===== src/rtl/bus_arbiter_if.sv =====
`default_nettype none
// ============================================================================
// Module   : bus_arbiter_if
// Brief    : Master-side request/grant bundle of the shared serial system bus.
// Revision : 1.0 - initial release
// ============================================================================
interface bus_arbiter_if #(
  parameter int unsigned NUM_MASTERS = 2,
  parameter int unsigned NUM_SLAVES  = 3,
  parameter int unsigned SEL_W       = 2
);
  logic [NUM_MASTERS-1:0]       mreq;
  logic [NUM_MASTERS-1:0]       mdone;
  logic [NUM_MASTERS*SEL_W-1:0] msel;
  logic [NUM_MASTERS-1:0]       mgrant;
  logic [1:0]                   owner;
  logic                         bus_busy;
  logic [NUM_SLAVES-1:0]        slave_en;
  logic                         sel_err;
  logic                         timeout;

  modport master (
    output mreq, mdone, msel,
    input  mgrant, owner, bus_busy, slave_en, sel_err, timeout
  );

  modport slave (
    input  mreq, mdone, msel,
    output mgrant, owner, bus_busy, slave_en, sel_err, timeout
  );
endinterface
`default_nettype wire


===== src/rtl/bus_arbiter.sv =====
`default_nettype none
// ============================================================================
// Module   : bus_arbiter
// Brief    : Round-robin bus arbiter with one-hot slave routing.
//            Optional forced release after TIMEOUT_CYCLES: define ARB_TIMEOUT_EN.
// Revision : 1.0 - initial release
// ============================================================================
module bus_arbiter #(
  parameter int unsigned NUM_MASTERS    = 2,
  parameter int unsigned NUM_SLAVES     = 3,
  parameter int unsigned SEL_W          = 2,
  parameter int unsigned TIMEOUT_CYCLES = 255
) (
  input  wire logic    clk,
  input  wire logic    reset,
  bus_arbiter_if.slave bus
);
  typedef enum logic [1:0] {
    ST_IDLE    = 2'd0,
    ST_BUSY    = 2'd1,
    ST_RELEASE = 2'd2
  } state_t;

  state_t                  state_q, state_d;
  logic [NUM_MASTERS-1:0]  mgrant_q, mgrant_d;
  logic [1:0]              owner_q, owner_d;
  logic [1:0]              last_owner_q, last_owner_d;
  logic                    bus_busy_q, bus_busy_d;
  logic [NUM_SLAVES-1:0]   slave_en_q, slave_en_d;
  logic                    sel_err_q, sel_err_d;
  logic                    timeout_q, timeout_d;

  logic                    win_found;
  logic [1:0]              win_idx;
  logic [SEL_W-1:0]        win_sel;
  logic                    own_req;
  logic                    own_done;
  logic                    sel_bad;
  logic                    timeout_hit;
  logic                    release_req;

  // Two passes give the rotation: masters above last_owner first, then wrap.
  always_comb begin
    win_found = 1'b0;
    win_idx   = '0;
    for (int i = 0; i < int'(NUM_MASTERS); i++) begin
      if (!win_found && (i > int'(last_owner_q)) && bus.mreq[i]) begin
        win_found = 1'b1;
        win_idx   = 2'(i);
      end
    end
    for (int i = 0; i < int'(NUM_MASTERS); i++) begin
      if (!win_found && (i <= int'(last_owner_q)) && bus.mreq[i]) begin
        win_found = 1'b1;
        win_idx   = 2'(i);
      end
    end
    win_sel = '0;
    for (int i = 0; i < int'(NUM_MASTERS); i++) begin
      if (win_idx == 2'(i)) begin
        win_sel = bus.msel[i*SEL_W +: SEL_W];
      end
    end
  end

  always_comb begin
    own_req  = 1'b0;
    own_done = 1'b0;
    for (int i = 0; i < int'(NUM_MASTERS); i++) begin
      if (owner_q == 2'(i)) begin
        own_req  = bus.mreq[i];
        own_done = bus.mdone[i];
      end
    end
  end

  // An in-range grant always has one slave enabled, so an empty enable marks a bad id.
  assign sel_bad     = (slave_en_q == '0);
  assign release_req = own_done | ~own_req | sel_bad | timeout_hit;

`ifdef ARB_TIMEOUT_EN
  localparam int unsigned c_cnt_w = $clog2(TIMEOUT_CYCLES + 1);

  logic [c_cnt_w-1:0] count_q, count_d;

  assign timeout_hit = (state_q == ST_BUSY) && (count_q == c_cnt_w'(TIMEOUT_CYCLES - 1));

  always_comb begin
    count_d = '0;
    if ((state_q == ST_BUSY) && !release_req) begin
      count_d = count_q + 1'b1;
    end
  end

  always_ff @(posedge clk) begin
    if (!reset) begin
      count_q <= '0;
    end else begin
      count_q <= count_d;
    end
  end
`else
  assign timeout_hit = 1'b0;
`endif

  always_comb begin
    state_d      = state_q;
    mgrant_d     = mgrant_q;
    owner_d      = owner_q;
    last_owner_d = last_owner_q;
    bus_busy_d   = bus_busy_q;
    slave_en_d   = slave_en_q;
    sel_err_d    = 1'b0;
    timeout_d    = 1'b0;
    case (state_q)
      ST_IDLE: begin
        if (win_found) begin
          state_d    = ST_BUSY;
          owner_d    = win_idx;
          bus_busy_d = 1'b1;
          for (int i = 0; i < int'(NUM_MASTERS); i++) begin
            mgrant_d[i] = (win_idx == 2'(i));
          end
          for (int j = 0; j < int'(NUM_SLAVES); j++) begin
            slave_en_d[j] = (win_sel == SEL_W'(j));
          end
          sel_err_d = (int'(win_sel) >= int'(NUM_SLAVES));
        end
      end
      ST_BUSY: begin
        if (release_req) begin
          state_d      = ST_RELEASE;
          mgrant_d     = '0;
          slave_en_d   = '0;
          bus_busy_d   = 1'b0;
          last_owner_d = owner_q;
          // Only flag a timeout when nothing else would have released the bus.
          timeout_d    = timeout_hit & ~(own_done | ~own_req | sel_bad);
        end
      end
      ST_RELEASE: begin
        state_d = ST_IDLE;
      end
      default: begin
        state_d = ST_IDLE;
      end
    endcase
  end

  always_ff @(posedge clk) begin
    if (!reset) begin
      state_q      <= ST_IDLE;
      mgrant_q     <= '0;
      owner_q      <= '0;
      last_owner_q <= 2'(NUM_MASTERS - 1);
      bus_busy_q   <= 1'b0;
      slave_en_q   <= '0;
      sel_err_q    <= 1'b0;
      timeout_q    <= 1'b0;
    end else begin
      state_q      <= state_d;
      mgrant_q     <= mgrant_d;
      owner_q      <= owner_d;
      last_owner_q <= last_owner_d;
      bus_busy_q   <= bus_busy_d;
      slave_en_q   <= slave_en_d;
      sel_err_q    <= sel_err_d;
      timeout_q    <= timeout_d;
    end
  end

  assign bus.mgrant   = mgrant_q;
  assign bus.owner    = owner_q;
  assign bus.bus_busy = bus_busy_q;
  assign bus.slave_en = slave_en_q;
  assign bus.sel_err  = sel_err_q;
  assign bus.timeout  = timeout_q;

endmodule
`default_nettype wire

===== src/flat_wrapper.sv =====
// flat-port wrapper written by rule: the top's interface ports become plain ports
module bus_arbiter_flat 
#(
  parameter int unsigned NUM_MASTERS    = 2,
  parameter int unsigned NUM_SLAVES     = 3,
  parameter int unsigned SEL_W          = 2,
  parameter int unsigned TIMEOUT_CYCLES = 255
)
  (clk, reset, bus_mreq, bus_mdone, bus_msel, bus_mgrant, bus_owner, bus_bus_busy, bus_slave_en, bus_sel_err, bus_timeout);
  bus_arbiter_if #(.NUM_MASTERS(NUM_MASTERS), .NUM_SLAVES(NUM_SLAVES), .SEL_W(SEL_W)) bus_i ();
  input  wire logic clk;
  input  wire logic reset;
  input wire logic [$bits(bus_i.mreq)-1:0] bus_mreq;
  input wire logic [$bits(bus_i.mdone)-1:0] bus_mdone;
  input wire logic [$bits(bus_i.msel)-1:0] bus_msel;
  output wire logic [$bits(bus_i.mgrant)-1:0] bus_mgrant;
  output wire logic [$bits(bus_i.owner)-1:0] bus_owner;
  output wire logic [$bits(bus_i.bus_busy)-1:0] bus_bus_busy;
  output wire logic [$bits(bus_i.slave_en)-1:0] bus_slave_en;
  output wire logic [$bits(bus_i.sel_err)-1:0] bus_sel_err;
  output wire logic [$bits(bus_i.timeout)-1:0] bus_timeout;
  assign bus_i.mreq = bus_mreq;
  assign bus_i.mdone = bus_mdone;
  assign bus_i.msel = bus_msel;
  assign bus_mgrant = bus_i.mgrant;
  assign bus_owner = bus_i.owner;
  assign bus_bus_busy = bus_i.bus_busy;
  assign bus_slave_en = bus_i.slave_en;
  assign bus_sel_err = bus_i.sel_err;
  assign bus_timeout = bus_i.timeout;
  bus_arbiter #(.NUM_MASTERS(NUM_MASTERS), .NUM_SLAVES(NUM_SLAVES), .SEL_W(SEL_W), .TIMEOUT_CYCLES(TIMEOUT_CYCLES)) u_core (.clk(clk), .reset(reset), .bus(bus_i));
endmodule

===== config.mk =====
export PLATFORM = sky130hd
export DESIGN_NAME = bus_arbiter_flat
export DESIGN_NICKNAME = d
export VERILOG_FILES = /design/src/rtl/bus_arbiter_if.sv /design/src/rtl/bus_arbiter.sv /design/src/flat_wrapper.sv
export SDC_FILE = /design/constraint.sdc
export NUM_CORES = 1
export LEC_CHECK = 0
export ABC_AREA = 1
export ABC_CLOCK_PERIOD_IN_PS = 1050
export CELL_PAD_IN_SITES_DETAIL_PLACEMENT = 0
export CELL_PAD_IN_SITES_GLOBAL_PLACEMENT = 1
export CORE_UTILIZATION = 27
export DETAILED_ROUTE_END_ITERATION = 16
export PLACE_DENSITY = 0.8
export SLEW_MARGIN = 5
export SYNTH_ARGS = -nofsm -noshare
export SYNTH_HDL_FRONTEND = slang
export SYNTH_SLANG_ARGS = --single-unit

===== constraint.sdc =====
create_clock -name clk -period 1.05 [get_ports clk]
set_input_delay 0.105 -clock clk [delete_from_list [all_inputs] [get_ports clk]]
set_output_delay 0.105 -clock clk [all_outputs]
set_load 0.01 [all_outputs]

Word level (Yosys, flattened, before mapping)
Cells that the tools add are included.
{"block": "classes", "n_reduce_logical": 17, "muxes": 24, "bitwise": 3, "n_eq_ne": 7, "n_lt_le_gt_ge": 3}
{"operator": "2-bit two-way mux", "count": 8}
{"operator": "1-bit two-way mux", "count": 10}
{"operator": "2-bit by 1-bit == test with 1-bit output, second input constant", "count": 4}
{"operator": "2-bit logical NOT", "count": 4}
{"operator": "2-bit one-hot mux with 2 select lines", "count": 2}
{"operator": "3-bit two-way mux", "count": 2}
{"operator": "3-bit one-hot mux with 2 select lines", "count": 1}
{"operator": "2-bit AND reduction", "count": 3}
{"operator": "3-bit AND reduction", "count": 2}
{"operator": "1-bit logical AND", "count": 4}
{"operator": "2-bit by 1-bit != test with 1-bit output, second input constant", "count": 2}
{"operator": "3-bit logical NOT", "count": 1}
{"operator": "2-bit == test, second input constant", "count": 1}
{"operator": "2-bit >= comparator, second input constant", "count": 1}
{"operator": "1-bit by 2-bit > comparator with 1-bit output, first input constant", "count": 1}
{"operator": "1-bit by 2-bit <= comparator with 1-bit output, first input constant", "count": 1}
{"operator": "1-bit logical NOT", "count": 2}
{"operator": "1-bit OR", "count": 2}
{"operator": "1-bit one-hot mux with 2 select lines", "count": 1}
{"operator": "2-bit nonzero test", "count": 1}
{"operator": "1-bit inverter", "count": 1}
{"block": "word_totals", "output_inout_bits": 10, "inputBits": 10, "ff_bits": 13}

Depth between registers and ports, before layout
{"block": "depth", "depth_word": 16, "mapped_depth": 7, "mapped_depth_nobuf": 7}

Worst setup path after synthesis
OpenSTA, ideal clock, no wires.
{"block": "synth_path", "path_type": "reg-to-reg", "start": "reg u_core.owner_q[0], in the netlist u_core.bus.owner[0]", "end": "reg u_core.bus_busy_q, in the netlist u_core.bus.bus_busy", "stages_incl_launch_ff": 8, "arrival_time_ps": 901, "setup_ps": 120, "n_path_buf": 0, "setup_slack_ps": 29, "synth_period_minus_slack_ps": 1021, "cell_sequence": "dfxtp_1 inv_1 nand3_1 nand2_1 nand2_1 nand2_4 a21oi_1 nor2_1"}
{"block": "synth_between", "elab_chain_cells": 8, "elab_cells_between_ends": 11, "cone_classes": "eq/ne (2); mux (4); bitwise (3); reduce/logical (2)"}
{"item": "start: declaration", "line": "bus_arbiter.sv:26", "text": "logic [1:0] owner_q, owner_d;"}
{"item": "start signal: assignment", "line": "bus_arbiter.sv:163", "text": "owner_q <= owner_d;"}
{"item": "2-bit logical NOT", "line": "bus_arbiter.sv:70", "text": "if (owner_q == 2'(i)) begin"}
{"item": "1-bit two-way mux (2 in series)", "line": "bus_arbiter.sv:70"}
{"item": "1-bit inverter", "line": "bus_arbiter.sv:79", "text": "assign release_req = own_done | ~own_req | sel_bad | timeout_hit;"}
{"item": "1-bit OR * (2 in series)"}
{"item": "2-bit by 1-bit != test with 1-bit output (no line) *"}
{"item": "3-bit AND reduction (no line) *"}
{"item": "end signal: assignment", "line": "bus_arbiter.sv:165", "text": "bus_busy_q <= bus_busy_d;"}
{"item": "end: declaration", "line": "bus_arbiter.sv:28", "text": "logic bus_busy_q, bus_busy_d;"}
Every way passes the cells marked *; elsewhere a longest branch is shown, timed or not.
A chain may end at the register's enable or synchronous reset.

Final worst setup path
{"block": "layout_path", "start": "reg u_core.slave_en_q[2], in the netlist u_core.bus.slave_en[2]", "end": "out bus_slave_en[2]"}
{"item": "start: declaration", "line": "bus_arbiter.sv:29", "text": "logic [NUM_SLAVES-1:0] slave_en_q, slave_en_d;"}
{"item": "start signal: assignment", "line": "bus_arbiter.sv:166", "text": "slave_en_q <= slave_en_d;"}
{"item": "end: declaration", "line": "flat_wrapper.sv:19", "text": "output wire logic [$bits(bus_i.slave_en)-1:0] bus_slave_en;"}
No word-level cell between the ends.

==> impl_metrics.tcl <==
set metrics [dict create \
    result_of_the_run "completed" \
    finish.net_count 109 \
    synth.ff_latch_count 11 \
    wl_per_cell_um 10.93 \
    synth_top_cells_by_area "sky130_fd_sc_hd__dfxtp_1, sky130_fd_sc_hd__nand2_1, sky130_fd_sc_hd__nand3_1" \
    finClkSkew_ns 0.005093 \
    post-synth-top-area-cell "sky130_fd_sc_hd__dfxtp_1" \
    maxSlewViolCount 0 \
    min_path_type "in -> reg" \
    vias 556 \
    critical_path.slowest_cell "sky130_fd_sc_hd__dfxtp_1" \
    pwr_cell_area_nw_per_um2 1278 \
    worst-path-stages 1 \
    most_frequent_cells_in_the_layout "sky130_fd_sc_hd__nand2_1, sky130_fd_sc_hd__buf_4, sky130_fd_sc_hd__inv_1, sky130_fd_sc_hd__clkdlybuf4s50_1, sky130_fd_sc_hd__dlygate4sd2_1" \
    gp_congestion 0.7488 \
    detail-route-antenna-nets 0 \
    totalWireLength_um 1345 \
    numCtsBuffers 3 \
    first_global_vias 459 \
    grt_pass1_wl_um 1835 \
    clock_tree.buffer_depth 2 \
    timing.critical_path.cells "dlygate4sd2_1" \
    clock.fmax_ghz 0.9856 \
    cts_tree "yes" \
    synth_warnings 0 \
    final_common_cell "sky130_fd_sc_hd__nand2_1" \
    antenna_found_initial 0 \
    setup_viol_count_final 0 \
    die_h_um 44.84 \
    post_drt_via_cell_ratio 4.520 \
    synthCells 69 \
    cp_top_family "flip-flops" \
    synth_top_family_by_area "simple AND/OR/NAND/NOR gates" \
    critPathMaxFanout 3 \
    antennaDiodeCount 0 \
    min_delay_path_depth 5 \
    portion_of_netlist_area_occupied_by_mux_cells_pct 0 \
    overflow 0 \
    boundaryPins 20 \
    drt_iter0_markers 6 \
    place_hpwl_um 889.5 \
    yosys.area.top_type_share_pct 44.44 \
    leakage_uw 0.0004176 \
    flow.area_growth_from_synthesis_pct 74.49 \
    synth.avg_cell_area_um2 7.181 \
    globalRouteTotalUtil_pct 13.20 \
    postLayoutCellArea_um2 864.6 \
    syn_area_um2 495.5 \
    worstRegToRegCells 6 \
    synthXorXnorAreaFrac_pct 0 \
    met1Wirelength_um 553 \
    route.top_layer_used "met4" \
    die-width_um 44.84 \
    hold_viol_final 0 \
    drt-pass1-iter-count 4 \
    clock_latency_ns 0.27 \
    class_of_the_most_critical_setup_path "reg -> out" \
    placed_cell_area_um2 730.7 \
    period_share_pct 96.62 \
    initial_cell_density_of_the_core_pct 28.70 \
    netlist-cell-type-count 14 \
    area_fraction_in_compound_gates_after_synthesis_pct 14.90 \
    placement.setup.worst_slack_ns -0.2585 \
    rows 15 \
    overall_die_area_um2 2010 \
    synth_seq_area_share_pct 44.44 \
    area_share_of_fa_ha_maj_cells_after_synthesis_pct 0 \
    max_cap_violations 0 \
    routed-wl-met2_um 692 \
    placement.io_buffers 17 \
    vdd_drop_max_uv 561.3 \
    unrepaired_setup_endpoints_after_global_routing "true" \
    share_of_layout_cells_above_drive_strength_1_pct 39.80 \
    worstPathRequired_ns 0.94 \
    clk_pin_slew_worst_paths_ns 0.07 \
    route.detailed.drc 0 \
    cp_slowest_stage_delay_ns 0.36 \
    grt_start_max_net_pins 10 \
    post-route-worst-setup-slack_ns 0.03544 \
    crit_path_end_kind "primary output" \
    wl_met3_um 49 \
    htree_depth 1 \
    critical_path.startpoint_type "register" \
    post_cts_hold_buffer_count 0 \
    worst-endpoint-arrival_ns 0.91 \
    sum_of_negative_setup_slack_ns 0 \
    postLayoutCoreUtil_pct 50.07 \
    period_minus_slack_ns 1.015 \
    root_buffer "sky130_fd_sc_hd__clkbuf_4" \
    design.core.area_um2 1727 \
    worst-path-buf-inv 1 \
    post_synth_and_or_nand_nor_area_fraction_pct 29.29 \
    num_clock_sinks 11 \
]
[tightest hold or removal path, delay by kind of cell]
kind | cells | cell delay, ns
buffers and inverters | 1 | 0.18
and+or+nand+nor | 3 | 0.24
AOI/OAI and AO/OA | 1 | 0.05
[layer usage]
metal  up-vias  track usage, %
met1       255           14.25
met2        20           22.35
met5         -               0
li1        276               -
met3         5           1.200
met4         0           12.73
[cell type report]
type | instances | area (um^2)
Inverter | 10 | 37.54
Fill cell | 180 | 862.1
Multi-Input combinational cell | 48 | 314.1
Timing Repair Buffer | 25 | 226.5
Sequential cell | 11 | 229.0
Clock buffer | 4 | 26.28
Tap cell | 25 | 31.28
[power breakdown]
group          leakage [uW]  switching (uW)  internal [uW]
Sequential        0.0000920            25.3            455
Combinational      0.000311             174            154
Clock             0.0000150             148            147
Total              0.000418             348            757
[sequential cells by signal, indices dropped and copies added (netlist names)]
signal / count
u_core.bus.slave_en: 3
u_core.bus.mgrant: 2
u_core.state_q: 2
u_core.bus.bus_busy: 1
u_core.bus.owner: 1
u_core.bus.sel_err: 1
u_core.last_owner_q: 1
[worst paths after layout]
check	start	to	slack, ns
setup reg to reg	u_core.bus.slave_en[0]	u_core.bus.bus_busy	0.04
hold / removal	bus_mreq[0]	u_core.state_q[0]	0.35
hold reg to reg	u_core.last_owner_q[0]	u_core.last_owner_q[0]	0.47
setup / recovery	u_core.bus.slave_en[2]	bus_slave_en[2]	0.04
[synth_stat cells]
library cell and n:
sky130_fd_sc_hd__nand2_1 13, sky130_fd_sc_hd__dfxtp_1 11, sky130_fd_sc_hd__inv_1 10, sky130_fd_sc_hd__nand3_1 8
sky130_fd_sc_hd__a21oi_1 7, sky130_fd_sc_hd__nor2_1 7, sky130_fd_sc_hd__o21ai_1 3, sky130_fd_sc_hd__buf_4 2
sky130_fd_sc_hd__nand2_2 2, sky130_fd_sc_hd__o211ai_1 2, sky130_fd_sc_hd__conb_1 1, sky130_fd_sc_hd__nand2_4 1
sky130_fd_sc_hd__nand4_1 1, sky130_fd_sc_hd__o21ai_2 1
[what timing repair did]
item | 4_1_cts | 5_1_grt
resized for setup | 11 | 29
cloned | 0 | 1
setup endpoints to repair | 13 | 8
pin swaps | 0 | 5
hold endpoints to repair | 0 | 0
setup buffers | 0 | 2
[cells by family after synthesis]
kind of cell / after synthesis
buffers and inverters: 12
and+or+nand+nor: 32
other: 1
AOI/OAI and AO/OA: 13
DFF: 11
[metrics by stage]
step | instances | hold slack (ns) | total power (uW)
finish | 123 | 0.3475 | 1105
global route | 123 | 0.3823 | 1168
CTS | 120 | 0.4644 | 1038
detailed placement | 116 | 0.4565 | 756.2
global placement | 116 | 0.4517 | 754.4
floorplan | 70 | 0.2036 | 614.2
No activity file was read; power rests on OpenSTA's default activity.
